File: src/rtl/secuenciador_rtc_pkg.sv
// secuenciador_rtc_pkg: register codes, RTC address table and FSM states shared by the RTC blocks
package secuenciador_rtc_pkg;
    typedef enum logic [1:0] {REPOSO, LANZA, ESPERA, ENTREGA} estado_t;
    localparam logic [3:0] COD_NINGUNO    = 4'd0;
    localparam logic [3:0] COD_SEG        = 4'd1;
    localparam logic [3:0] COD_DIA        = 4'd4;
    localparam logic [3:0] COD_CRONO_SEG  = 4'd7;
    localparam logic [3:0] COD_CRONO_HORA = 4'd9;
    // codes 1..6 map to 0x21..0x26, codes 7..9 to 0x41..0x43
    function automatic logic [7:0] dir_de(input logic [3:0] c);
        return c >= COD_CRONO_SEG ? 8'h3A + {4'h0, c} : c != COD_NINGUNO ? 8'h20 + {4'h0, c} : 8'h00;
    endfunction
    function automatic logic [3:0] cod_ini(input logic [2:0] g);
        return g[0] ? COD_SEG : g[1] ? COD_DIA : COD_CRONO_SEG;
    endfunction
endpackage

File: src/rtl/secuenciador_rtc_if.sv
// secuenciador_rtc_if: handshake between the scheduler and the RTC bus interface
interface secuenciador_rtc_if;
    logic       bus_inicio;
    logic       bus_wr;
    logic       bus_listo;
    logic [7:0] bus_dir;
    modport master(output bus_inicio, bus_wr, bus_dir, input bus_listo);
    modport slave(input bus_inicio, bus_wr, bus_dir, output bus_listo);
endinterface

File: src/rtl/secuenciador_rtc_arbitro.sv
// arbitro_rr3: 3-way round-robin grant; ptr holds the last granted index
module arbitro_rr3 (
    input  logic       reloj,
    input  logic       resetM,
    input  logic       acepta,
    input  logic [2:0] req,
    input  logic [2:0] mascara,
    output logic [2:0] grant,
    output logic       hay
);
    logic [1:0] ptr, p1, p2;
    logic [2:0] r;
    always_comb begin
        r     = req & ~mascara;
        p1    = ptr == 2'd2 ? 2'd0 : ptr + 2'd1;
        p2    = p1 == 2'd2 ? 2'd0 : p1 + 2'd1;
        grant = r[p1] ? 3'b001 << p1 : r[p2] ? 3'b001 << p2 : r[ptr] ? 3'b001 << ptr : 3'b000;
        hay   = |r;
    end
    always_ff @(posedge reloj or negedge resetM)
        if (!resetM) ptr <= 2'd0;
        else if (acepta) ptr <= grant[0] ? 2'd0 : grant[1] ? 2'd1 : 2'd2;
endmodule

File: src/rtl/secuenciador_rtc.sv
// secuenciador_rtc: schedules the periodic read sweep and round-robin write-backs on the RTC bus
module secuenciador_rtc
    import secuenciador_rtc_pkg::*;
#(
    parameter int T_ESPERA = 255
) (
    input  logic                      reloj,
    input  logic                      resetM,
    input  logic                      tick_lectura,
    input  logic [2:0]                req_esc,
    secuenciador_rtc_if.master        bus,
    output logic [2:0]                ack_esc,
    output logic [3:0]                Selec_Demux_DD,
    output logic                      READ,
    output logic                      ocupado,
    output logic                      err_bus
);
    estado_t    estado, sig;
    logic       pend_lect, prev_lect, es_lect, exito;
    logic       inicia_lect, inicia_esc, fin_espera, ultimo, hay;
    logic [3:0] cod, cod_fin;
    logic [2:0] conc, mascara, grant;
    logic [7:0] cnt;

    arbitro_rr3 u_arb (
        .reloj  (reloj),
        .resetM (resetM),
        .acepta (inicia_esc),
        .req    (req_esc),
        .mascara(mascara),
        .grant  (grant),
        .hay    (hay)
    );

    // a pending sweep wins right after a write so reads and writes alternate
    always_comb begin
        inicia_lect       = estado == REPOSO && pend_lect && (!prev_lect || !hay);
        inicia_esc        = estado == REPOSO && !inicia_lect && hay;
        fin_espera        = bus.bus_listo || cnt == 8'(T_ESPERA);
        ultimo            = !exito || cod == cod_fin;
        sig               = estado == REPOSO ? ((inicia_lect || inicia_esc) ? LANZA : REPOSO) :
                            estado == LANZA  ? ESPERA :
                            estado == ESPERA ? (fin_espera ? ENTREGA : ESPERA) :
                            (ultimo ? REPOSO : LANZA);
        ocupado           = estado != REPOSO;
        bus.bus_inicio    = estado == LANZA;
        bus.bus_wr        = ocupado && !es_lect;
        bus.bus_dir       = ocupado ? dir_de(cod) : 8'h00;
        Selec_Demux_DD    = ocupado ? cod : COD_NINGUNO;
        READ              = estado == ENTREGA && es_lect && exito;
        ack_esc           = (estado == ENTREGA && !es_lect && ultimo) ? conc : 3'b000;
    end

    always_ff @(posedge reloj or negedge resetM)
        if (!resetM) begin
            estado    <= REPOSO;
            pend_lect <= 1'b0;
            prev_lect <= 1'b0;
            es_lect   <= 1'b0;
            exito     <= 1'b0;
            err_bus   <= 1'b0;
            cod       <= COD_NINGUNO;
            cod_fin   <= COD_NINGUNO;
            conc      <= 3'b000;
            mascara   <= 3'b000;
            cnt       <= 8'd0;
        end else begin
            estado    <= sig;
            pend_lect <= tick_lectura | (pend_lect & ~inicia_lect);
            mascara   <= ack_esc;
            cnt       <= estado == LANZA ? 8'd0 : (estado == ESPERA && cnt != 8'(T_ESPERA)) ? cnt + 8'd1 : cnt;
            if (inicia_lect) begin
                es_lect   <= 1'b1;
                prev_lect <= 1'b1;
                conc      <= 3'b000;
                cod       <= COD_SEG;
                cod_fin   <= COD_CRONO_HORA;
            end else if (inicia_esc) begin
                es_lect   <= 1'b0;
                prev_lect <= 1'b0;
                conc      <= grant;
                cod       <= cod_ini(grant);
                cod_fin   <= cod_ini(grant) + 4'd2;
            end
            if (estado == ENTREGA) cod <= cod + 4'd1;
            // a bus_listo in the saturation cycle still counts as success
            if (estado == ESPERA && fin_espera) begin
                exito   <= bus.bus_listo;
                err_bus <= err_bus | ~bus.bus_listo;
            end
        end
endmodule

File: src/flat_wrapper.sv
// flat-port wrapper written by rule: the top's interface ports become plain ports
module secuenciador_rtc_flat import secuenciador_rtc_pkg::*;
#(
    parameter int T_ESPERA = 255
)
  (reloj, resetM, tick_lectura, req_esc, ack_esc, Selec_Demux_DD, READ, ocupado, err_bus, bus_bus_inicio, bus_bus_wr, bus_bus_dir, bus_bus_listo);
  secuenciador_rtc_if bus_i ();
  input  logic reloj;
  input  logic resetM;
  input  logic tick_lectura;
  input  logic [2:0] req_esc;
  output logic [2:0] ack_esc;
  output logic [3:0] Selec_Demux_DD;
  output logic READ;
  output logic ocupado;
  output logic err_bus;
  output wire logic [$bits(bus_i.bus_inicio)-1:0] bus_bus_inicio;
  output wire logic [$bits(bus_i.bus_wr)-1:0] bus_bus_wr;
  output wire logic [$bits(bus_i.bus_dir)-1:0] bus_bus_dir;
  input wire logic [$bits(bus_i.bus_listo)-1:0] bus_bus_listo;
  assign bus_bus_inicio = bus_i.bus_inicio;
  assign bus_bus_wr = bus_i.bus_wr;
  assign bus_bus_dir = bus_i.bus_dir;
  assign bus_i.bus_listo = bus_bus_listo;
  secuenciador_rtc #(.T_ESPERA(T_ESPERA)) u_core (.reloj(reloj), .resetM(resetM), .tick_lectura(tick_lectura), .req_esc(req_esc), .bus(bus_i), .ack_esc(ack_esc), .Selec_Demux_DD(Selec_Demux_DD), .READ(READ), .ocupado(ocupado), .err_bus(err_bus));
endmodule
File: config.mk
export PLATFORM = sky130hd
export DESIGN_NAME = secuenciador_rtc_flat
export DESIGN_NICKNAME = d
export VERILOG_FILES = /design/src/rtl/secuenciador_rtc_pkg.sv /design/src/rtl/secuenciador_rtc_if.sv /design/src/rtl/secuenciador_rtc_arbitro.sv /design/src/rtl/secuenciador_rtc.sv /design/src/flat_wrapper.sv
export SDC_FILE = /design/constraint.sdc
export NUM_CORES = 1
export LEC_CHECK = 0
export BUFFER_PORTS_ARGS = -buffer_cell sky130_fd_sc_hd__buf_2
export CAP_MARGIN = 25
export CORE_MARGIN = 8
export CORE_UTILIZATION = 51
export CTS_CLUSTER_DIAMETER = 80
export DETAILED_ROUTE_END_ITERATION = 6
export GPL_TIMING_DRIVEN = 0
export PLACE_DENSITY = 0.79
export SYNTH_ARGS = -nofsm -noshare
export SYNTH_HDL_FRONTEND = slang
export SYNTH_SLANG_ARGS = --single-unit
File: constraint.sdc
create_clock -name reloj -period 1.7 [get_ports reloj]
set_clock_uncertainty 0.2 [all_clocks]
set_input_delay 0.17 -clock reloj [delete_from_list [all_inputs] [get_ports reloj]]
set_output_delay 0.17 -clock reloj [all_outputs]
set_load 0.005 [all_outputs]
Yosys cells after proc, flatten, opt, wreduce, memory -nomap -nowiden --
Index checks and enable logic that the tools add are counted.
Cells by class: $add $sub $neg 7, $lt $le $gt $ge 4, equal/unequal tests 8, shifts and indexed selects 3, mux-type cells 37, bitwise operators 7, reductions and logical operators 26
Operators with widths (number):
- 8-bit 2-to-1 mux | 5
- 4-bit 2-to-1 mux | 7
- 3-bit 2-to-1 mux | 6
- 2-bit 2-to-1 mux | 8
- 6-bit by 4-bit adder with 7-bit output, first input constant | 2
- 1-bit logical AND | 11
- 2-bit by 3-bit less-than comparator with 1-bit output, second input constant | 3
- 1-bit by 2-bit << shifter with 3-bit output, first input constant | 3
- 8-bit by 1-bit adder with 8-bit output, second input constant | 1
- 2-bit equality test, second input constant | 4
- 8-bit equality test, second input constant | 1
- 1-bit 2-to-1 mux | 8
- 8-bit inequality test, second input constant | 1
- 1-bit binary-select mux with 2-bit select | 3
- 2-bit nonzero test | 3
- 2-bit by 1-bit adder with 2-bit output, second input constant | 2
- 4-bit by 1-bit adder with 4-bit output, second input constant | 1
- 4-bit by 2-bit adder with 4-bit output, second input constant | 1
- 4-bit equality test | 1
- 4-bit by 3-bit >= comparator with 1-bit output, second input constant | 1
- 1-bit zero test | 4
- 1-bit logical OR | 4
- 4-bit nonzero test | 1
- 3-bit AND | 1
- 8 further kinds | 10
Word-level totals: register bits after elaboration 30, bits of input ports 7, output and inout port bits 20

Depth between registers and ports, before layout --
Gate-level depths: netlist of the first run.
word-level depth 13, gate-level depth with buffers 7, gate-level depth less buffers 6

By module --
A second synthesis of the first run with hierarchy kept.
Second synthesis, totals: cell total of the unflattened synthesis 197, area total of the unflattened synthesis 1755.4 um^2
Modules (own cells, without submodules):
- secuenciador_rtc | times used 1, cells each 173, area an instance 1575.3 um^2, sequential area each 700.7 um^2
- arbitro_rr3 | times used 1, cells each 24, area an instance 180.2 um^2, sequential area each 50.0 um^2

Worst setup path before layout of the first run --
OpenSTA, ideal clock, no wires.
kind register -> output, start register u_core.estado[0], end output port bus_bus_dir[2], data arrival time 1.405 ns, required time 1.330 ns, path slack -0.075 ns, cell stages (with the launch flop) 6, buffers on the path 2, cells stage by stage dfrtp_1 inv_1 ha_1 clkbuf_1 clkbuf_1 nor3_1
Between the ends: cells in the longest elaborated chain, start to end 2
RTL lines:
- from (decl) | RTL line secuenciador_rtc.sv:18 | estado_t estado, sig;
- from (signal assigned) | RTL line secuenciador_rtc.sv:68 | estado <= sig;
- 2-bit nonzero test | RTL line secuenciador_rtc.sv:45 | ocupado = estado != REPOSO;
- 8-bit 2-to-1 mux | RTL line secuenciador_rtc.sv:48 | bus.bus_dir = ocupado ? dir_de(cod) : 8'h00;
- to (decl) | RTL line flat_wrapper.sv:19 | output wire logic [$bits(bus_i.bus_dir)-1:0] bus_bus_dir;
No other way between the ends.

Worst setup path in the final report of the first run --
start register u_core.cod[2], end output port ack_esc[0]
Between the ends: cells in the longest elaborated chain, start to end 4
RTL lines:
- from (decl) | RTL line secuenciador_rtc.sv:21 | logic [3:0] cod, cod_fin;
- from (signal assigned) | RTL line secuenciador_rtc.sv:82 | cod <= cod_ini(grant);
- from (signal assigned) | RTL line secuenciador_rtc.sv:85 | if (estado == ENTREGA) cod <= cod + 4'd1;
- 4-bit equality test | RTL line secuenciador_rtc.sv:40 | ultimo = !exito || cod == cod_fin;
- 1-bit logical OR | RTL line secuenciador_rtc.sv:40
- 1-bit logical AND | RTL line secuenciador_rtc.sv:51 | ack_esc = (estado == ENTREGA && !es_lect && ultimo) ? conc : 3'b000;
- 3-bit 2-to-1 mux | RTL line secuenciador_rtc.sv:51
- to (decl) | RTL line flat_wrapper.sv:12 | output logic [2:0] ack_esc;
No other way between the ends.

==> summary.txt, run 1 <==
TIMING
------------------------------------------------------------------------------------------------------
Number of hold-slack violations in the final timing report                                           0
Number of max-slew violations in the final report                                                    0
Setup repair after global routing missed its margin                                               true
Tmin final                                                                                     2340 ps
Ratio of final minimum period to clock period                                                     1.38
Worst relative slew slack                                                                        0.559
Final number of setup-violating endpoints                                                           33
Upper clock frequency limit                                                                  0.427 GHz
Slew at the pin closest to its max-slew limit                                                   661 ps
Final WS setup                                                                                 -643 ps

FLOORPLAN
------------------------------------------------------------------------------------------------------
Core area                                                                                     3360 µm²
Effective utilization at floorplan                                                               0.534
Row count                                                                                           21
Vertical die dimension                                                                         75.4 µm
Top-Level Pins                                                                                      27
Chip Width                                                                                     75.4 µm
Die Area                                                                                      5680 µm²

FINISH
------------------------------------------------------------------------------------------------------
Area taken by multi-input logic gates                                                         1280 µm²
Number of cells in the finished layout apart from fillers                                          298
Sequential cell area in the final layout                                                       756 µm²
Diode count                                                                                          0
Net count, final                                                                                   269
Area added between synthesis and finish                                                          55.2%
Fill count                                                                                         166
Proportion of layout cells with a drive suffix above 1                                           0.548

CLOCKING
------------------------------------------------------------------------------------------------------
Clock latency on the worst-skew pair                                                            340 ps
Clock root cell                                                                           sky130_fd_sc_hd__clkbuf_4
Count of H-tree levels built during CTS                                                              2
TritonCTS clock tree                                                                              done
Num CTS Buffers                                                                                      5
Sinks on Clock Net                                                                                  30
Clock transition at the register clock pins on the worst setup and hold paths after CTS          90 ps
Worst-case clock buffer depth                                                                        2

WORST SETUP PATH
------------------------------------------------------------------------------------------------------
Critical path peak fanout                                                                            3
R2R setup slack                                                                                -180 ps
Startpoint of the worst setup timing path                                                 u_core.cod[2]$_DFFE_PN0P_
Data arrival at the endpoint of the critical path                                              1970 ps
Source of the worst register-to-register timing path                                      u_core.cod[2]$_DFFE_PN0P_
Slowest cell on the critical path                                                         sky130_fd_sc_hd__o41a_1
Reg-to-reg endpoint                                                                       u_core.mascara[1]$_DFF_PN0_
CP Data Required Time                                                                          1330 ps
Destination of the critical timing path                                                     ack_esc[0]
Critical Path Sink Type                                                                   primary output
CP cell instances                                                                         buf_6 -> xor2_1 -> o41a_1 -> nor3_4 -> and2_1 -> buf_2
Critical path start-end classification                                                    flip-flop to primary output
Type of origin of the critical path                                                          flip-flop
Register-to-Register Path Depth                                                                      6
Max stage delay on crit path                                                                    460 ps

LOGIC SYNTHESIS
------------------------------------------------------------------------------------------------------
EDFF count, synth                                                                                    0
Netlist cell types                                                                                  52
Number of warnings reported in the yosys synthesis log                                               0
Flop and latch count out of synthesis                                                               30
Synth Cell Area                                                                               1800 µm²
Most common flop cell mapped by yosys                                                     sky130_fd_sc_hd__dfrtp_1
Most frequent cell after synthesis                                                        sky130_fd_sc_hd__dfrtp_1
Sequential area share after synthesis                                                            0.418
List of most frequent post-synthesis cells                                                sky130_fd_sc_hd__dfrtp_1 (30), sky130_fd_sc_hd__nor2_1 (22), sky130_fd_sc_hd__a21oi_1 (16)
Synthesized area per cell                                                                     9.56 µm²
Cell type with the largest total area after synthesis                                     sky130_fd_sc_hd__dfrtp_1
Cells after Synth                                                                                  188
Share of Yosys cell area claimed by the top area cell type                                       0.418
Cell types with the largest area share after synthesis                                    sky130_fd_sc_hd__dfrtp_1 (42%), sky130_fd_sc_hd__ha_1 (6.3%), sky130_fd_sc_hd__nor2_1 (4.6%)
Post-synthesis async set-or-reset flop share                                                      1.00
Synthesized netlist net count                                                                      204

GRT
------------------------------------------------------------------------------------------------------
Gr ovfl total                                                                                        0
Overall routing resource usage                                                                   0.179
Initial antenna violation count                                                                      0
Global-route wire length before repair                                                         7670 µm
Number of global-route vias before repair                                                         1652
Pin count of the biggest net entering global routing                                                31

ROUTING
------------------------------------------------------------------------------------------------------
Overall via count from detail_route                                                               1816
Overall routed net length                                                                      6260 µm
Detailed-routing iteration count for the pre-antenna-repair pass                                     4
DRC violations left                                                                                  0
Number of antenna-violating nets in the routed design                                                0
Vias per std cell                                                                                 6.09
Wire length per cell                                                                           21.0 µm
DRT iter0 DRCs                                                                                     141

JOB
------------------------------------------------------------------------------------------------------
Number of violations of the max-capacitance limit                                                    0

STATUS
------------------------------------------------------------------------------------------------------
Result of the run                                                                         finished, violations left
Failing checks                                                                            negative setup slack

PLACE
------------------------------------------------------------------------------------------------------
Port buffer count                                                                                   25
HPWL reported at the end of detailed placement                                                 2740 µm
Dpl ws                                                                                         -401 ps
Number of instances in the placed design                                                           259
Gp weighted congestion                                                                           0.786

PWR
------------------------------------------------------------------------------------------------------
Pint                                                                                           2.78 mW
Leakage power summed over all cells                                                            1.23 nW
Peak supply drop                                                                                718 µV
Post-layout power                                                                              5.05 mW
Sequential share of power                                                                        0.240
Switching share of power                                                                         0.449
Switching component of the power                                                               2.27 mW
Combinational cell fraction of total power                                                       0.676
Cell area power density                                                                    1810 nW/µm²
Share of total power in the clock network                                                        0.084

WORST HOLD PATH
------------------------------------------------------------------------------------------------------
Path class of the lowest-slack min-delay path                                             primary input to flip-flop

## how the worst min path moves through the flow
stage | from | end | cells past startpoint
after floorplan | resetM | u_core.cnt[0]$_DFFE_PN0P_ | 0
after global placement | resetM | u_core.cnt[1]$_DFFE_PN0P_ | 1
after detailed placement | resetM | u_core.cnt[1]$_DFFE_PN0P_ | 1
after CTS | req_esc[1] | u_core.conc[2]$_DFFE_PN0P_ | 3
after global routing | req_esc[1] | u_core.conc[2]$_DFFE_PN0P_ | 3
final | req_esc[1] | u_core.conc[2]$_DFFE_PN0P_ | 3
## critical path: cells and delay by family (launching register included)
kind / cells / cell delay [ps]
AO/OA/AOI/OAI: 1 / 460
XOR/XNOR: 1 / 140
buffers and inverters: 2 / 240
flip-flops: 1 / 400
AND/OR/NAND/NOR: 2 / 390
## state kept, by name (all words and copies together), names as in the netlist
signal	cells
u_core.cod_fin	4
u_core.err_bus	1
u_core.prev_lect	1
u_core.cnt	8
u_core.conc	3
u_core.exito	1
u_core.u_arb.ptr	2
u_core.pend_lect	1
u_core.estado	2
u_core.mascara	3
u_core.cod	4
## repair_timing
action / 4_1_cts / 5_1_grt
hold buffers: 4 / 0
resized for setup: 53 / 70
gates cloned: 1 / 1
setup buffers: 13 / 19
hold endpoints to repair: 34 / 0
endpoints found under the setup margin: 33 / 40
pin swaps: 16 / 29
## final cells by class
type,count,share of cell area
clock buffers,6,0.0184
flip-flops and latches,30,0.271
inverters,15,0.0251
repair buffers,60,0.172
plain buffers,7,0.0345
well taps,46,0.0206
multi-input cells,134,0.459
## cells by family (layout without fill, tap and decap cells)
family	Yosys count	in the layout	share of synthesized area
AO/OA/AOI/OAI	53	53	0.214
other	1	1	0.00209
AND/OR/NAND/NOR	62	62	0.192
multiplexers	1	1	0.00557
adder cells (fa/ha/maj)	9	9	0.0627
buffers and inverters	24	88	0.0675
XOR/XNOR	8	8	0.0390
flip-flops	30	30	0.418
## per-layer routing
| layer | global-route usage | wire, µm | vias to the layer above |
|---|---|---|---|
| met5 | 0 | 0 | - |
| met4 | 0.109 | 283 | 0 |
| met3 | 0.0553 | 507 | 34 |
| met2 | 0.291 | 3020 | 106 |
| met1 | 0.202 | 2450 | 881 |
| li1 | - | - | 795 |
## power groups by stage
| stage | clock, mW | sequential (mW) | combinational (mW) |
|---|---|---|---|
| after global routing | 0.458 | 1.23 | 3.63 |
| after detailed placement | 0 | 1.14 | 1.75 |
| after floorplan | 0 | 1.09 | 1.27 |
| after global placement | 0 | 1.14 | 1.72 |
| final | 0.425 | 1.21 | 3.41 |
| after CTS | 0.422 | 1.14 | 2.51 |
## through the flow
stage | utilization | TNS (ps) | hold WS, ps | cell area, µm²
after floorplan | - | -50.4 | -326 | 1800
after global placement | 0.590 | -6510 | 33.7 | 1980
after detailed placement | 0.590 | -6740 | 34.3 | 1980
after CTS | 0.722 | -4870 | 140 | 2430
after global routing | 0.829 | -9710 | 118 | 2790
final | 0.829 | -7630 | 81.8 | 2790
## placed cells by master, fill, tap and decap left out, types with 5 or more instances in the layout
master / n
sky130_fd_sc_hd__o21ai_2: 5
sky130_fd_sc_hd__a21oi_1: 7
sky130_fd_sc_hd__nor2_1: 16
sky130_fd_sc_hd__buf_6: 16
sky130_fd_sc_hd__ha_4: 9
sky130_fd_sc_hd__buf_2: 21
sky130_fd_sc_hd__clkbuf_4: 5
sky130_fd_sc_hd__buf_4: 20
sky130_fd_sc_hd__inv_1: 9
sky130_fd_sc_hd__dfrtp_1: 26
sky130_fd_sc_hd__xor2_1: 7
sky130_fd_sc_hd__a21oi_2: 7
Power figures use the tool's default switching activity.
==> inputs of run 2 (changes only) <==
- PLACE_DENSITY: 0.79 -> 0.8
- SETUP_SLACK_MARGIN: unset -> 0.05
- SYNTH_HIERARCHICAL: unset -> 1
==> run 2 against run 1 <==
Compared with the run above:
- the flow still finishes with violations (negative setup slack)
- worst setup slack got worse by 83 ps
- first-iteration DRC count grew 23%
- register-to-register slack worse by 80 ps
- routed wire length up 9.5%
==> summary.txt, run 2 <==
STATUS
------------------------------------------------------------------------------------------------------
Result of the run                                                                         finished, violations left
Failing checks                                                                            negative setup slack

LOGIC SYNTHESIS
------------------------------------------------------------------------------------------------------
Post-synthesis async set-or-reset flop share                                                      1.00
Most frequent cell after synthesis                                                        sky130_fd_sc_hd__dfrtp_1
Flop and latch count out of synthesis                                                               30
Share of Yosys cell area claimed by the top area cell type                                       0.428
Cells after Synth                                                                                  197
Cell type with the largest total area after synthesis                                     sky130_fd_sc_hd__dfrtp_1
Most common flop cell mapped by yosys                                                     sky130_fd_sc_hd__dfrtp_1
Synthesized netlist net count                                                                      213
Cell types with the largest area share after synthesis                                    sky130_fd_sc_hd__dfrtp_1 (43%), sky130_fd_sc_hd__ha_1 (6.4%), sky130_fd_sc_hd__nor2_1 (4.9%)
Number of warnings reported in the yosys synthesis log                                               6
List of most frequent post-synthesis cells                                                sky130_fd_sc_hd__dfrtp_1 (30), sky130_fd_sc_hd__nor2_1 (23), sky130_fd_sc_hd__nand2_1 (17)
Sequential area share after synthesis                                                            0.428
Synth Cell Area                                                                               1760 µm²
EDFF count, synth                                                                                    0
Synthesized area per cell                                                                     8.91 µm²
Netlist cell types                                                                                  47

CLOCKING
------------------------------------------------------------------------------------------------------
TritonCTS clock tree                                                                              done
Clock root cell                                                                           sky130_fd_sc_hd__clkbuf_4
Count of H-tree levels built during CTS                                                              2
Worst-case clock buffer depth                                                                        2
Num CTS Buffers                                                                                      5
Clock latency on the worst-skew pair                                                            330 ps
Clock transition at the register clock pins on the worst setup and hold paths after CTS         100 ps
Sinks on Clock Net                                                                                  30

GRT
------------------------------------------------------------------------------------------------------
Global-route wire length before repair                                                         7580 µm
Overall routing resource usage                                                                   0.177
Gr ovfl total                                                                                        0
Pin count of the biggest net entering global routing                                                31
Initial antenna violation count                                                                      0
Number of global-route vias before repair                                                         1637

FINISH
------------------------------------------------------------------------------------------------------
Post-route cell area                                                                          2980 µm²
Net count, final                                                                                   288
Sequential cell area in the final layout                                                       754 µm²
End-of-flow core utilization                                                                     0.901
Area taken by multi-input logic gates                                                         1400 µm²
Reg with most FFs                                                                           u_core/cnt
Diode count                                                                                          0
Regs by FF count                                                                          u_core/cnt: 8 flops, u_core/cod: 4 flops, u_core/cod_fin: 4 flops
Leading cell type in the layout, fill and taps excluded                                   sky130_fd_sc_hd__dfrtp_1
Flip-flop count of the largest register, all copies and words added                                  8
Leading cell types in the layout, fill and taps excluded                                  sky130_fd_sc_hd__dfrtp_1 (27), sky130_fd_sc_hd__buf_4 (25), sky130_fd_sc_hd__buf_6 (24)
Proportion of layout cells with a drive suffix above 1                                           0.597
Fill count                                                                                         137
Area added between synthesis and finish                                                          69.9%

WORST SETUP PATH
------------------------------------------------------------------------------------------------------
Register-to-Register Path Depth                                                                     10
Critical Path Sink Type                                                                   primary output
Data arrival at the endpoint of the critical path                                              2060 ps
Critical path start-end classification                                                    flip-flop to primary output
Type of origin of the critical path                                                          flip-flop
CP Data Required Time                                                                          1330 ps
Source of the worst register-to-register timing path                                      u_core/estado[0]$_DFF_PN0_
Reg-to-reg endpoint                                                                       u_core/u_arb/ptr[0]$_DFFE_PN0P_
R2R setup slack                                                                                -260 ps
Critical path peak fanout                                                                            4

ROUTING
------------------------------------------------------------------------------------------------------
Detailed-routing iteration count for the pre-antenna-repair pass                                     4
DRT iter0 DRCs                                                                                     173
Overall routed net length                                                                      6850 µm
Overall via count from detail_route                                                               1911
Number of antenna-violating nets in the routed design                                                0
Wire length per cell                                                                           21.5 µm
DRC violations left                                                                                  0
Vias per std cell                                                                                 5.99

PLACE
------------------------------------------------------------------------------------------------------
Gp weighted congestion                                                                           0.830
Port buffer count                                                                                   25
Placed cell area                                                                              2020 µm²
HPWL reported at the end of detailed placement                                                 2830 µm

WORST HOLD PATH
------------------------------------------------------------------------------------------------------
Path class of the lowest-slack min-delay path                                             primary input to flip-flop
End point of the most critical hold path                                                  u_core/u_arb/ptr[0]$_DFFE_PN0P_
Worst Hold Path Cells                                                                                4
Start point of the worst hold path                                                          req_esc[1]

TIMING
------------------------------------------------------------------------------------------------------
Worst hold slack                                                                                109 ps
Final WS setup                                                                                 -726 ps
Slew at the pin closest to its max-slew limit                                                   682 ps
Upper clock frequency limit                                                                  0.412 GHz
Worst relative slew slack                                                                        0.545
Number of max-slew violations in the final report                                                    0
Final number of setup-violating endpoints                                                           40
Setup TNS Final                                                                               -8630 ps
Tmin final                                                                                     2430 ps
Setup repair after global routing missed its margin                                               true
Ratio of final minimum period to clock period                                                     1.43
Number of hold-slack violations in the final timing report                                           0

PWR
------------------------------------------------------------------------------------------------------
Peak supply drop                                                                               1400 µV
Share of total power in the clock network                                                        0.083
Switching component of the power                                                               2.43 mW
Combinational cell fraction of total power                                                       0.690
Cell area power density                                                                    1840 nW/µm²
Switching share of power                                                                         0.443
Sequential share of power                                                                        0.226
Leakage power summed over all cells                                                            1.28 nW
Pint                                                                                           3.05 mW

FLOORPLAN
------------------------------------------------------------------------------------------------------
Vertical die dimension                                                                         74.7 µm
Chip Width                                                                                     74.7 µm
Top-Level Pins                                                                                      27
Die Area                                                                                      5580 µm²
Row count                                                                                           21
Effective utilization at floorplan                                                               0.530
Core area                                                                                     3310 µm²

JOB
------------------------------------------------------------------------------------------------------
Number of violations of the max-capacitance limit                                                    0

run 2: routing by layer:
layer,vias to the layer above,part of all wire,global-route usage
li1,840,-,-
met1,962,0.38,0.205
met2,75,0.52,0.310
met3,34,0.047,0.0466
met4,0,0.053,0.0565
met5,-,0,0
run 2: through the flow:
step                      total power [mW]  cells  worst slack [ps]
after floorplan                       2.44    197             -14.2
after global placement                2.92    268              -251
after detailed placement              2.96    268              -258
after CTS                             4.18    297              -635
after global routing                  5.73    319              -781
final                                 5.48    319              -726
run 2: worst max path at each step:
stage	start	endpoint	slack, ps
global route	u_core/cod[3]$_DFFE_PN0P_	ack_esc[2]	-780
finish	u_core/cod[3]$_DFFE_PN0P_	ack_esc[2]	-730
global placement	u_core/cod[2]$_DFFE_PN0P_	ack_esc[2]	-250
detailed placement	u_core/cod[2]$_DFFE_PN0P_	ack_esc[2]	-260
CTS	u_core/cod[2]$_DFFE_PN0P_	ack_esc[2]	-630
floorplan	u_core/estado[0]$_DFF_PN0_	u_core/cnt[5]$_DFFE_PN0P_	-10
run 2: power by group through the flow:
stage               registers (mW)  clock network, mW  logic, mW
CTS                           1.18              0.459       2.54
finish                        1.24              0.456       3.78
floorplan                     1.12                  0       1.32
global placement              1.17                  0       1.75
detailed placement            1.18                  0       1.78
global route                  1.25              0.495       3.98
run 2: cell families after synthesis:
kind of cell / count (synthesis) / synth area share
other: 1 / 0.00214
AOI/OAI and AO/OA: 45 / 0.168
buffers and inverters: 22 / 0.0606
and+or+nand+nor: 81 / 0.230
adders and majority gates: 9 / 0.0641
xor gates and xnor gates: 6 / 0.0299
muxes: 3 / 0.0178
DFF: 30 / 0.428
run 2: worst max-delay path, stage by stage, from the launching register on:
cell                      delay [ps]
sky130_fd_sc_hd__dfrtp_1         400
sky130_fd_sc_hd__buf_6           140
sky130_fd_sc_hd__xor2_2          130
sky130_fd_sc_hd__o41a_1          450
sky130_fd_sc_hd__nor3_2          240
sky130_fd_sc_hd__and2_1          210
sky130_fd_sc_hd__buf_2           140
run 2: final cells by class:
class                      count  share of cell area
timing repair buffer          71               0.192
clock buffer                   7              0.0185
sequential                    30               0.253
inverter                      11              0.0155
multi-input combinational    145               0.468
clock inverter                 1             0.00168
buffer                         8              0.0319
tap                           46              0.0193
run 2: timing repair:
item / CTS / global route
cloned: 2 / 0
endpoints found under the hold margin: 33 / 0
endpoints found under the setup margin: 38 / 45
resized for setup: 63 / 73
hold buffers: 3 / 0
setup buffers: 18 / 27
pin swaps: 9 / 26
